$ cat src/rtl/fixed_point_div.sv
// fixed_point_div: sequential signed fixed-point divider (radix-2 restoring, one quotient bit per cycle).
// Define FIXED_DIV_SATURATE_EN to clamp overflow and divide-by-zero results instead of wrapping.
`ifndef FIXED_W
`define FIXED_W 32
`endif
`ifndef FIXED_FRACTION_W
`define FIXED_FRACTION_W 16
`endif

package fixed_point;
  typedef logic [`FIXED_W-1:0] fixed_point_t;
endpackage

module fixed_point_div
  import fixed_point::*;
(
  input  logic         clk,
  input  logic         rst_n,
  input  logic         in_valid,
  output logic         in_ready,
  input  fixed_point_t op1,
  input  fixed_point_t op2,
  output logic         out_valid,
  input  logic         out_ready,
  output fixed_point_t result,
  output logic         overflow,
  output logic         div_by_zero
);
  localparam int W = `FIXED_W;
  localparam int F = `FIXED_FRACTION_W;
  localparam int N = W + F;
  localparam int CW = $clog2(N + 1);
  localparam logic [CW-1:0] CNT_N = CW'(N);
  localparam logic [CW-1:0] CNT_1 = CW'(1);
  localparam logic [W-1:0] MAX_P = {1'b0, {(W-1){1'b1}}};
  localparam logic [W-1:0] MAX_N = {1'b1, {(W-1){1'b0}}};
  typedef enum logic [1:0] {IDLE, BUSY, FIX, DONE} state_t;
  state_t state;
  logic sign, ge, q_ovf, zero_div;
  logic [W-1:0] dvs, mag1, mag2;
  logic [N-1:0] dvd, quo;
  logic [W:0] rem, trial, diff;
  logic [CW-1:0] cnt;
  fixed_point_t q_wrap, fix_res, dbz_res;
  always_comb begin
    mag1 = op1[W-1] ? -op1 : op1;
    mag2 = op2[W-1] ? -op2 : op2;
    zero_div = op2 == '0;
    trial = {rem[W-1:0], dvd[N-1]};
    diff = trial - {1'b0, dvs};
    ge = trial >= {1'b0, dvs};
    // negative results may reach one step further: -2^(W-1) is representable
    q_ovf = sign ? (quo > N'(MAX_N)) : (quo > N'(MAX_P));
    q_wrap = sign ? -quo[W-1:0] : quo[W-1:0];
`ifdef FIXED_DIV_SATURATE_EN
    fix_res = q_ovf ? (sign ? MAX_N : MAX_P) : q_wrap;
    dbz_res = op1[W-1] ? MAX_N : MAX_P;
`else
    fix_res = q_wrap;
    dbz_res = '0;
`endif
  end
  always_ff @(posedge clk or negedge rst_n) begin
    if (!rst_n) begin
      state <= IDLE;
      in_ready <= 1'b1;
      out_valid <= 1'b0;
      result <= '0;
      overflow <= 1'b0;
      div_by_zero <= 1'b0;
      sign <= 1'b0;
      dvs <= '0;
      dvd <= '0;
      quo <= '0;
      rem <= '0;
      cnt <= '0;
    end else begin
      case (state)
        IDLE: if (in_valid) begin
          in_ready <= 1'b0;
          sign <= op1[W-1] ^ op2[W-1];
          dvs <= mag2;
          dvd <= {mag1, {F{1'b0}}};
          rem <= '0;
          quo <= '0;
          cnt <= CNT_N;
          div_by_zero <= zero_div;
          overflow <= zero_div;
          result <= zero_div ? dbz_res : '0;
          out_valid <= zero_div;
          state <= zero_div ? DONE : BUSY;
        end
        BUSY: begin
          rem <= ge ? diff : trial;
          quo <= {quo[N-2:0], ge};
          dvd <= dvd << 1;
          cnt <= cnt - CNT_1;
          if (cnt == CNT_1) state <= FIX;
        end
        FIX: begin
          result <= fix_res;
          overflow <= q_ovf;
          out_valid <= 1'b1;
          state <= DONE;
        end
        DONE: if (out_ready) begin
          out_valid <= 1'b0;
          in_ready <= 1'b1;
          state <= IDLE;
        end
        default: state <= IDLE;
      endcase
    end
  end
endmodule
$ cat config.mk
export PLATFORM = sky130hd
export DESIGN_NAME = fixed_point_div
export DESIGN_NICKNAME = d
export VERILOG_FILES = /design/src/rtl/fixed_point_div.sv
export SDC_FILE = /design/constraint.sdc
export NUM_CORES = 1
export LEC_CHECK = 0
export CORE_UTILIZATION = 46
export CTS_BUF_LIST = sky130_fd_sc_hd__clkbuf_4 sky130_fd_sc_hd__clkbuf_8 sky130_fd_sc_hd__clkbuf_16
export CTS_CLUSTER_SIZE = 24
export DETAILED_ROUTE_END_ITERATION = 6
export GPL_TIMING_DRIVEN = 0
export HOLD_SLACK_MARGIN = 0.08
export PLACE_DENSITY = 0.64
export SKIP_CTS_REPAIR_TIMING = 1
export SYNTH_ARGS = -nofsm -noshare
export SYNTH_HDL_FRONTEND = slang
export SYNTH_SLANG_ARGS = --single-unit
$ cat constraint.sdc
create_clock -name clk -period 4.6 [get_ports clk]
set_input_delay 0.92 -clock clk [delete_from_list [all_inputs] [get_ports clk]]
set_output_delay 0.92 -clock clk [all_outputs]
set_load 0.05 [all_outputs]
==> load_flow_metrics.sql, run 1 <==
INSERT INTO impl_metrics (metric_group, metric, value, unit) VALUES
('clocking', 'cts_htree_levels', '4', ''),
('critical_path', 'critical-path-top-delay-family', 'simple AND/OR/NAND/NOR gates', ''),
('timing', 'fmax', '0.235', 'GHz'),
('min_path', 'class_of_the_worst_hold_path', 'in2async', ''),
('placed_design', 'place_worst_setup_slack', '-0.140', 'ns'),
('floorplanning', 'initial_utilization', '47.3', '%'),
('global_routing', 'grt_usage', '24.9', '%'),
('clocking', 'clock-root-buffer', 'clkbuf_16', ''),
('logic_synthesis', 'synth_edf_count', '0', ''),
('floorplanning', 'die_width', '158', 'microns'),
('timing', 'fin_worst_skew', '0.0178', 'ns'),
('timing', 'hold_violations', '0', ''),
('layout', 'antenna_cells', '0', ''),
('logic_synthesis', 'postSynthCellCount', '1278', ''),
('critical_path', 'rr_startpoint', 'dvs[4]', ''),
('floorplanning', 'placeableCoreArea', '23700', 'sq um'),
('routing', 'drt_iter0_markers', '638', ''),
('timing', 'grt_setup_unrepaired', 'false', ''),
('layout', 'final_cell_count_without_fillers', '1733', ''),
('global_routing', 'global_route_wire_length_before_repair', '48800', 'microns'),
('floorplanning', 'die-area', '25000', 'sq um'),
('logic_synthesis', 'synth_flop_cell', 'dfrtp_1', ''),
('logic_synthesis', 'ys_types', '55', ''),
('placed_design', 'io_buffer_count', '103', ''),
('critical_path', 'cp_slowest_stage_delay', '0.69', 'ns'),
('clocking', 'clk_pin_slew', '0.08', 'ns'),
('logic_synthesis', 'synthesis.yosys.warnings', '0', ''),
('placed_design', 'number_of_cells_after_detailed_placement', '1701', ''),
('clocking', 'clock_tree.buffer_depth', '2', ''),
('clocking', 'cts.sinks', '189', ''),
('critical_path', 'critical_path.n_buffers_inverters', '1', ''),
('floorplanning', 'io_pins', '104', ''),
('layout', 'fin_area', '13200', 'sq um'),
('logic_synthesis', 'netlist_area', '11200', 'sq um'),
('layout', 'layout_cells_sized_above_1', '3.54', '%'),
('floorplanning', 'placement_rows', '56', ''),
('layout', 'syn2layout_area_growth', '18.2', '%'),
('routing', 'detailroute.via_count', '9760', ''),
('critical_path', 'rrSetupSlack', '0.64', 'ns'),
('critical_path', 'start_kind', 'input port', ''),
('logic_synthesis', 'synth_largest_area_cell', 'dfrtp_1', ''),
('layout', 'design.final.nets', '1511', ''),
('global_routing', 'largest_net_degree_at_the_start_of_global_routing', '112', ''),
('logic_synthesis', 'synth-seq-area-share', '42.2', '%'),
('logic_synthesis', 'synth_top_cells_by_area', 'dfrtp_1, xor2_1, o21ai_0', ''),
('critical_path', 'rr_endpoint', 'rem[29]', ''),
('critical_path', 'worst_setup_path_startpoint', 'op2[3]', ''),
('routing', 'route.detailed.drc', '0', ''),
('layout', 'register_area', '4730', 'sq um'),
('layout', 'multi_input_comb_area', '6010', 'sq um'),
('floorplanning', 'vert_die_dim', '158', 'microns'),
('critical_path', 'timing.critical_path.to', 'overflow', ''),
('global_routing', 'grt_remaining_overflow', '0', ''),
('routing', 'firstDrtPassIters', '5', ''),
('critical_path', 'crit_fanout', '6', ''),
('placed_design', 'hpwlAfterDp', '21400', 'microns'),
('clocking', 'cts_buffers', '17', ''),
('power_and_ir_drop', 'power.density', '780', 'nW/um^2'),
('clocking', 'tritoncts', 'done', ''),
('run_status', 'outcome', 'complete, no violations', ''),
('flow_run', 'max_cap_viol_count', '0', ''),
('timing', 'setup-violations-final', '0', ''),
('layout', 'postLayoutCoreUtil', '55.9', '%'),
('routing', 'ant_nets', '0', ''),
('timing', 'timing.max_slew.rel_slack', '40.6', '%'),
('logic_synthesis', 'postSynthRegisterBits', '189', ''),
('placed_design', 'routability_driven_placement_congestion_ratio', '0.880', ''),
('critical_path', 'setup.worst_path.end_class', 'flip-flop', ''),
('timing', 'fin_ws', '0.337', 'ns'),
('timing', 'period_share', '92.7', '%'),
('logic_synthesis', 'net_count_after_synthesis', '1388', '');
-- state kept, by name, indices dropped and copies added, names as in the netlist --
register and flops:
overflow 1, rem 32, quo 48, div_by_zero 1, state 2, result 32, in_ready 1, dvs 32
out_valid 1, dvd 32, sign 1, cnt 6
-- cells in the mapped netlist (4+ instances only) --
master       n
a22o_1      46
a31oi_1     10
xor2_1      89
xnor2_1     30
or3_1       20
clkbuf_1    66
a21o_1       6
o22ai_1      4
nand2b_1    12
nand2_1    178
o21ai_0    155
or4_4        4
o2111ai_1    4
o31ai_1     30
mux2i_1      7
or3_4        4
nor4_1       9
nand4_1      8
o41ai_1     11
dfrtp_1    188
o21bai_1     5
ha_1        41
nor2_1      60
a211oi_1     6
inv_1       54
a21oi_1     64
a32oi_1     10
nor3_1      15
or4_1       12
nand3_1     77
and2_1       4
o21a_1      10
-- through the flow --
stage,hold slack [ns],setup TNS [ns]
floorplan,0.442,0
global placement,0.459,-1035.31
detailed placement,0.469,-0.150
CTS,0.469,0
global route,0.494,0
finish,0.446,0
-- layout by cell type, fill, tap and decap left out, types with 54 or more instances in the layout --
cell | netlist | layout
clkbuf_1 | 66 | 66
clkdlybuf4s50_1 | 0 | 102
dfrtp_1 | 188 | 188
nand2_1 | 178 | 178
inv_1 | 54 | 54
a21oi_1 | 64 | 64
o21ai_0 | 155 | 155
nor2_1 | 60 | 60
xor2_1 | 89 | 89
nand3_1 | 77 | 77
-- worst register-to-register path, cell delays in order (launching register included) --
cell and delay (ns):
dfrtp_1 0.43, inv_1 0.06, ha_1 0.35, a21o_1 0.21
a211o_1 0.29, o21a_1 0.24, a21oi_1 0.27, o21ai_0 0.23
a21o_1 0.27, o31ai_2 0.71, clkbuf_1 0.51, a32oi_1 0.19
o31ai_1 0.10
-- worst min path at each step --
stage / from / end / slack, ns / cells past startpoint
6_report: rst_n / rem[11] / 0.45 / 1
4_1_cts: rst_n / rem[11] / 0.47 / 1
5_1_grt: rst_n / rem[11] / 0.49 / 1
3_3_place_gp: dvd[25] / dvd[25] / 0.46 / 2
2_1_floorplan: dvd[42] / dvd[42] / 0.44 / 2
3_5_place_dp: result[23] / result[23] / 0.47 / 2
-- layer usage --
layer | GRT usage, % | vias to the layer above | share of wire (%)
met2 | 36.8 | 237 | 44
li1 | - | 4810 | -
met3 | 4.22 | 29 | 5.0
met1 | 37.4 | 4684 | 50
met5 | 0 | - | 0
met4 | 6.09 | 0 | 1.3
-- kinds of logic (layout without fill, tap and decap cells) --
kind of cell,count (synthesis),in the layout,share of synthesized area [%]
simple gates,419,419,17.7
compound gates,379,379,21.3
flops,189,189,42.2
buf+inv,123,259,4.12
xor+xnor,119,119,9.30
fa+ha+maj,42,42,4.76
mux,7,7,0.626
-- report_power, final --
part / leakage (nW) / total (mW) / internal, mW / switching [mW]
registers: 2.46 / 2.68 / 2.27 / 0.413
logic: 3.06 / 6.20 / 2.15 / 4.05
clock network: 0.277 / 1.44 / 0.728 / 0.715
total: 5.81 / 10.3 / 5.14 / 5.18
-- cell type report --
cell class / count / area share [%]
Clock buffer: 18 / 3.32
Tap cell: 319 / 3.02
Clock inverter: 14 / 0.974
Timing Repair Buffer: 104 / 8.03
Multi-Input combinational cell: 966 / 45.4
Buffer: 69 / 1.96
Inverter: 54 / 1.53
Sequential cell: 189 / 35.7
Note: power is estimated with default switching activity, not from simulation.
==> run 2, diff against run 1 <==
--- a/config.mk
+++ b/config.mk
@@ -12,6 +12,7 @@
 export GPL_TIMING_DRIVEN = 0
 export HOLD_SLACK_MARGIN = 0.08
 export PLACE_DENSITY = 0.64
+export REMOVE_ABC_BUFFERS = 1
 export SKIP_CTS_REPAIR_TIMING = 1
 export SYNTH_ARGS = -nofsm -noshare
 export SYNTH_HDL_FRONTEND = slang
==> run 2 against run 1 <==
- cell area increased by 0.20%
- clock power up 4%
- final cell count shrank 3.5%
- clock skew is 0.0053 ns lower
- routed wire length is 12% lower
- clock-buffer cell count shrank 1
- global-route usage is 2.9 points lower
- largest power group unchanged
==> load_flow_metrics.sql, run 2 (synthesized netlist as in run 1, its figures left out) <==
INSERT INTO impl_metrics (metric_group, metric, value, unit) VALUES
('run_status', 'outcome', 'complete, no violations', ''),
('layout', 'fin_area', '13300', 'sq um'),
('global_routing', 'largest_net_degree_at_the_start_of_global_routing', '114', ''),
('routing', 'drt_iter0_markers', '582', ''),
('critical_path', 'setup.worst_path.end_class', 'flip-flop', ''),
('global_routing', 'grt_remaining_overflow', '0', ''),
('global_routing', 'antenna_violations_before_repair', '0', ''),
('placed_design', 'routability_driven_placement_congestion_ratio', '0.855', ''),
('routing', 'ant_nets', '0', ''),
('global_routing', 'global_route_wire_length_before_repair', '43900', 'microns'),
('timing', 'timing_worst_slew_pin_value', '1.34', 'ns'),
('timing', 'fin_worst_skew', '0.0125', 'ns'),
('layout', 'postLayoutCoreUtil', '56.0', '%'),
('timing', 'hold_violations', '0', ''),
('routing', 'firstDrtPassIters', '5', ''),
('floorplanning', 'io_pins', '104', ''),
('routing', 'route.detailed.drc', '0', ''),
('global_routing', 'globalRouteMet3Util', '3.70', '%'),
('critical_path', 'setup.worst_path.class', 'in2reg', ''),
('clocking', 'cts_buffers', '17', ''),
('layout', 'n_fill_cell', '2258', ''),
('clocking', 'tritoncts', 'done', ''),
('critical_path', 'cp_slowest_stage_delay', '0.50', 'ns'),
('timing', 'setup-violations-final', '0', ''),
('global_routing', 'groute.layer.met1.usage', '31.4', '%'),
('clocking', 'cts_htree_levels', '4', ''),
('floorplanning', 'die_width', '158', 'microns'),
('timing', 'hold_ws', '0.448', 'ns'),
('power_and_ir_drop', 'power.density', '778', 'nW/um^2'),
('routing', 'detailroute.via_count', '9337', ''),
('global_routing', 'grt_usage', '22.0', '%'),
('routing', 'detailed_route_wire_length_per_cell', '15.2', 'microns'),
('floorplanning', 'placeableCoreArea', '23700', 'sq um'),
('flow_run', 'max_cap_viol_count', '0', ''),
('floorplanning', 'initial_utilization', '47.3', '%'),
('min_path', 'class_of_the_worst_hold_path', 'in2async', ''),
('layout', 'multi_input_comb_area', '6050', 'sq um'),
('power_and_ir_drop', 'cellLeakagePower', '5.84', 'nW'),
('critical_path', 'critical_path_top_delay_cell', 'or4_4', ''),
('layout', 'most_common_cell_after_layout_fill_and_taps_aside', 'dfrtp_1', ''),
('critical_path', 'critPathRequiredTime', '4.97', 'ns'),
('clocking', 'cts.sinks', '189', ''),
('layout', 'largest_reg_flops', '48', ''),
('timing', 'fmax', '0.252', 'GHz'),
('timing', 'fin_setup_tns', '0', 'ns'),
('clocking', 'clock-root-buffer', 'clkbuf_16', ''),
('floorplanning', 'die-area', '25000', 'sq um'),
('critical_path', 'crit_fanout', '6', ''),
('power_and_ir_drop', 'ir_drop', '0.000534', 'V'),
('layout', 'register_area', '4730', 'sq um'),
('critical_path', 'start_kind', 'input port', ''),
('placed_design', 'placedInstanceArea', '12600', 'sq um'),
('critical_path', 'cp_arrival', '4.35', 'ns'),
('floorplanning', 'vert_die_dim', '158', 'microns'),
('routing', 'viasPerCell', '5.58', ''),
('layout', 'registers.top_by_ff_count', 'quo', ''),
('timing', 'period_share', '86.4', '%'),
('placed_design', 'hpwlAfterDp', '18300', 'microns'),
('global_routing', 'global_route.usage.met2', '34.6', '%'),
('routing', 'totalWireLength', '25500', 'microns'),
('floorplanning', 'placement_rows', '56', ''),
('global_routing', 'vias_in_the_first_global_route', '8988', ''),
('timing', 'timing.max_slew.rel_slack', '10.7', '%'),
('layout', 'layout_cells_sized_above_1', '4.66', '%'),
('critical_path', 'cell_by_cell_listing_of_the_critical_path', 'clkdlybuf4s50_1 -> or3_4 -> or3_4 -> or4_4 -> or3_1 -> or4_4 -> nor4_1 -> nor2_1 -> a211oi_1 -> a21o_1', ''),
('timing', 'grt_setup_unrepaired', 'false', ''),
('layout', 'syn2layout_area_growth', '18.4', '%'),
('clocking', 'clk_pin_slew', '0.08', 'ns'),
('clocking', 'worst_skew_pair.late_latency', '0.44', 'ns'),
('layout', 'layout.cells.most_common_list', 'dfrtp_1, nand2_1, o21ai_0, clkdlybuf4s50_1, xor2_1', ''),
('placed_design', 'io_buffer_count', '103', ''),
('timing', 'report.final.slew_viol_count', '0', ''),
('clocking', 'clock_tree.buffer_depth', '2', ''),
('layout', 'design.final.nets', '1450', ''),
('global_routing', 'globalRoute.busiestLayer', 'met2', ''),
('timing', 'layout_min_cycle_time', '3.97', 'ns'),
('layout', 'antenna_cells', '0', '');
[run 2: cell count changes in the layout (fill, tap and decap cells not counted), sizes merged]
cell,previous run,this run
buf,5,10
clkbuf,84,17
clkinv,6,12
clkinvlp,2,0
inv,60,57
[run 2: area by class of cell]
cell class                 count  share of cell area [%]
multi-input combinational    966                    45.6
sequential                   189                    35.7
timing repair buffer         112                    9.45
clock buffer                  17                    3.21
tap                          319                    3.01
inverter                      54                    1.53
clock inverter                15                    1.50
[run 2: per-stage QoR]
step	power, mW	setup WS (ns)	std cells
after global routing	11.2	0.306	1672
after floorplan	6.95	-2.01	1209
after CTS	10.4	0.603	1672
after detailed placement	8.84	0.140	1640
final	10.3	0.626	1672
after global placement	8.36	-5.41	1631
[run 2: metal layers]
layer / up-vias / routed length, microns
met5: - / 0
met4: 0 / 269
met3: 21 / 806
met2: 177 / 11600
met1: 4438 / 12800
li1: 4701 / -
[run 2: critical path, delay by kind of cell]
kind            cells  cell delay (ns)
buf+inv             1             0.48
simple gates        7             2.63
compound gates      2             0.31
[run 2: worst paths after layout]
path                       startpoint  slack, ns  cells past startpoint   endpoint
setup / recovery               op2[3]       0.63                     10   overflow
setup reg to reg               dvs[1]       0.68                     11    rem[25]
max in group asynchronous       rst_n       3.18                      2    dvd[29]
min in group clk            result[7]       0.48                      2  result[7]
hold / removal                  rst_n       0.45                      1    dvs[19]
hold reg to reg             result[7]       0.48                      2  result[7]
[run 2: report_power, final]
part	internal [mW]	switching, mW
combinational	2.30	3.85
clock	0.741	0.754
sequential	2.27	0.410
==> run 3, diff against run 2 <==
--- a/config.mk
+++ b/config.mk
@@ -17,3 +17,4 @@
 export SYNTH_ARGS = -nofsm -noshare
 export SYNTH_HDL_FRONTEND = slang
 export SYNTH_SLANG_ARGS = --single-unit
+export TNS_END_PERCENT = 100
==> results of run 3 <==
Final layout, timing and power as in run 2 (identical DEF).
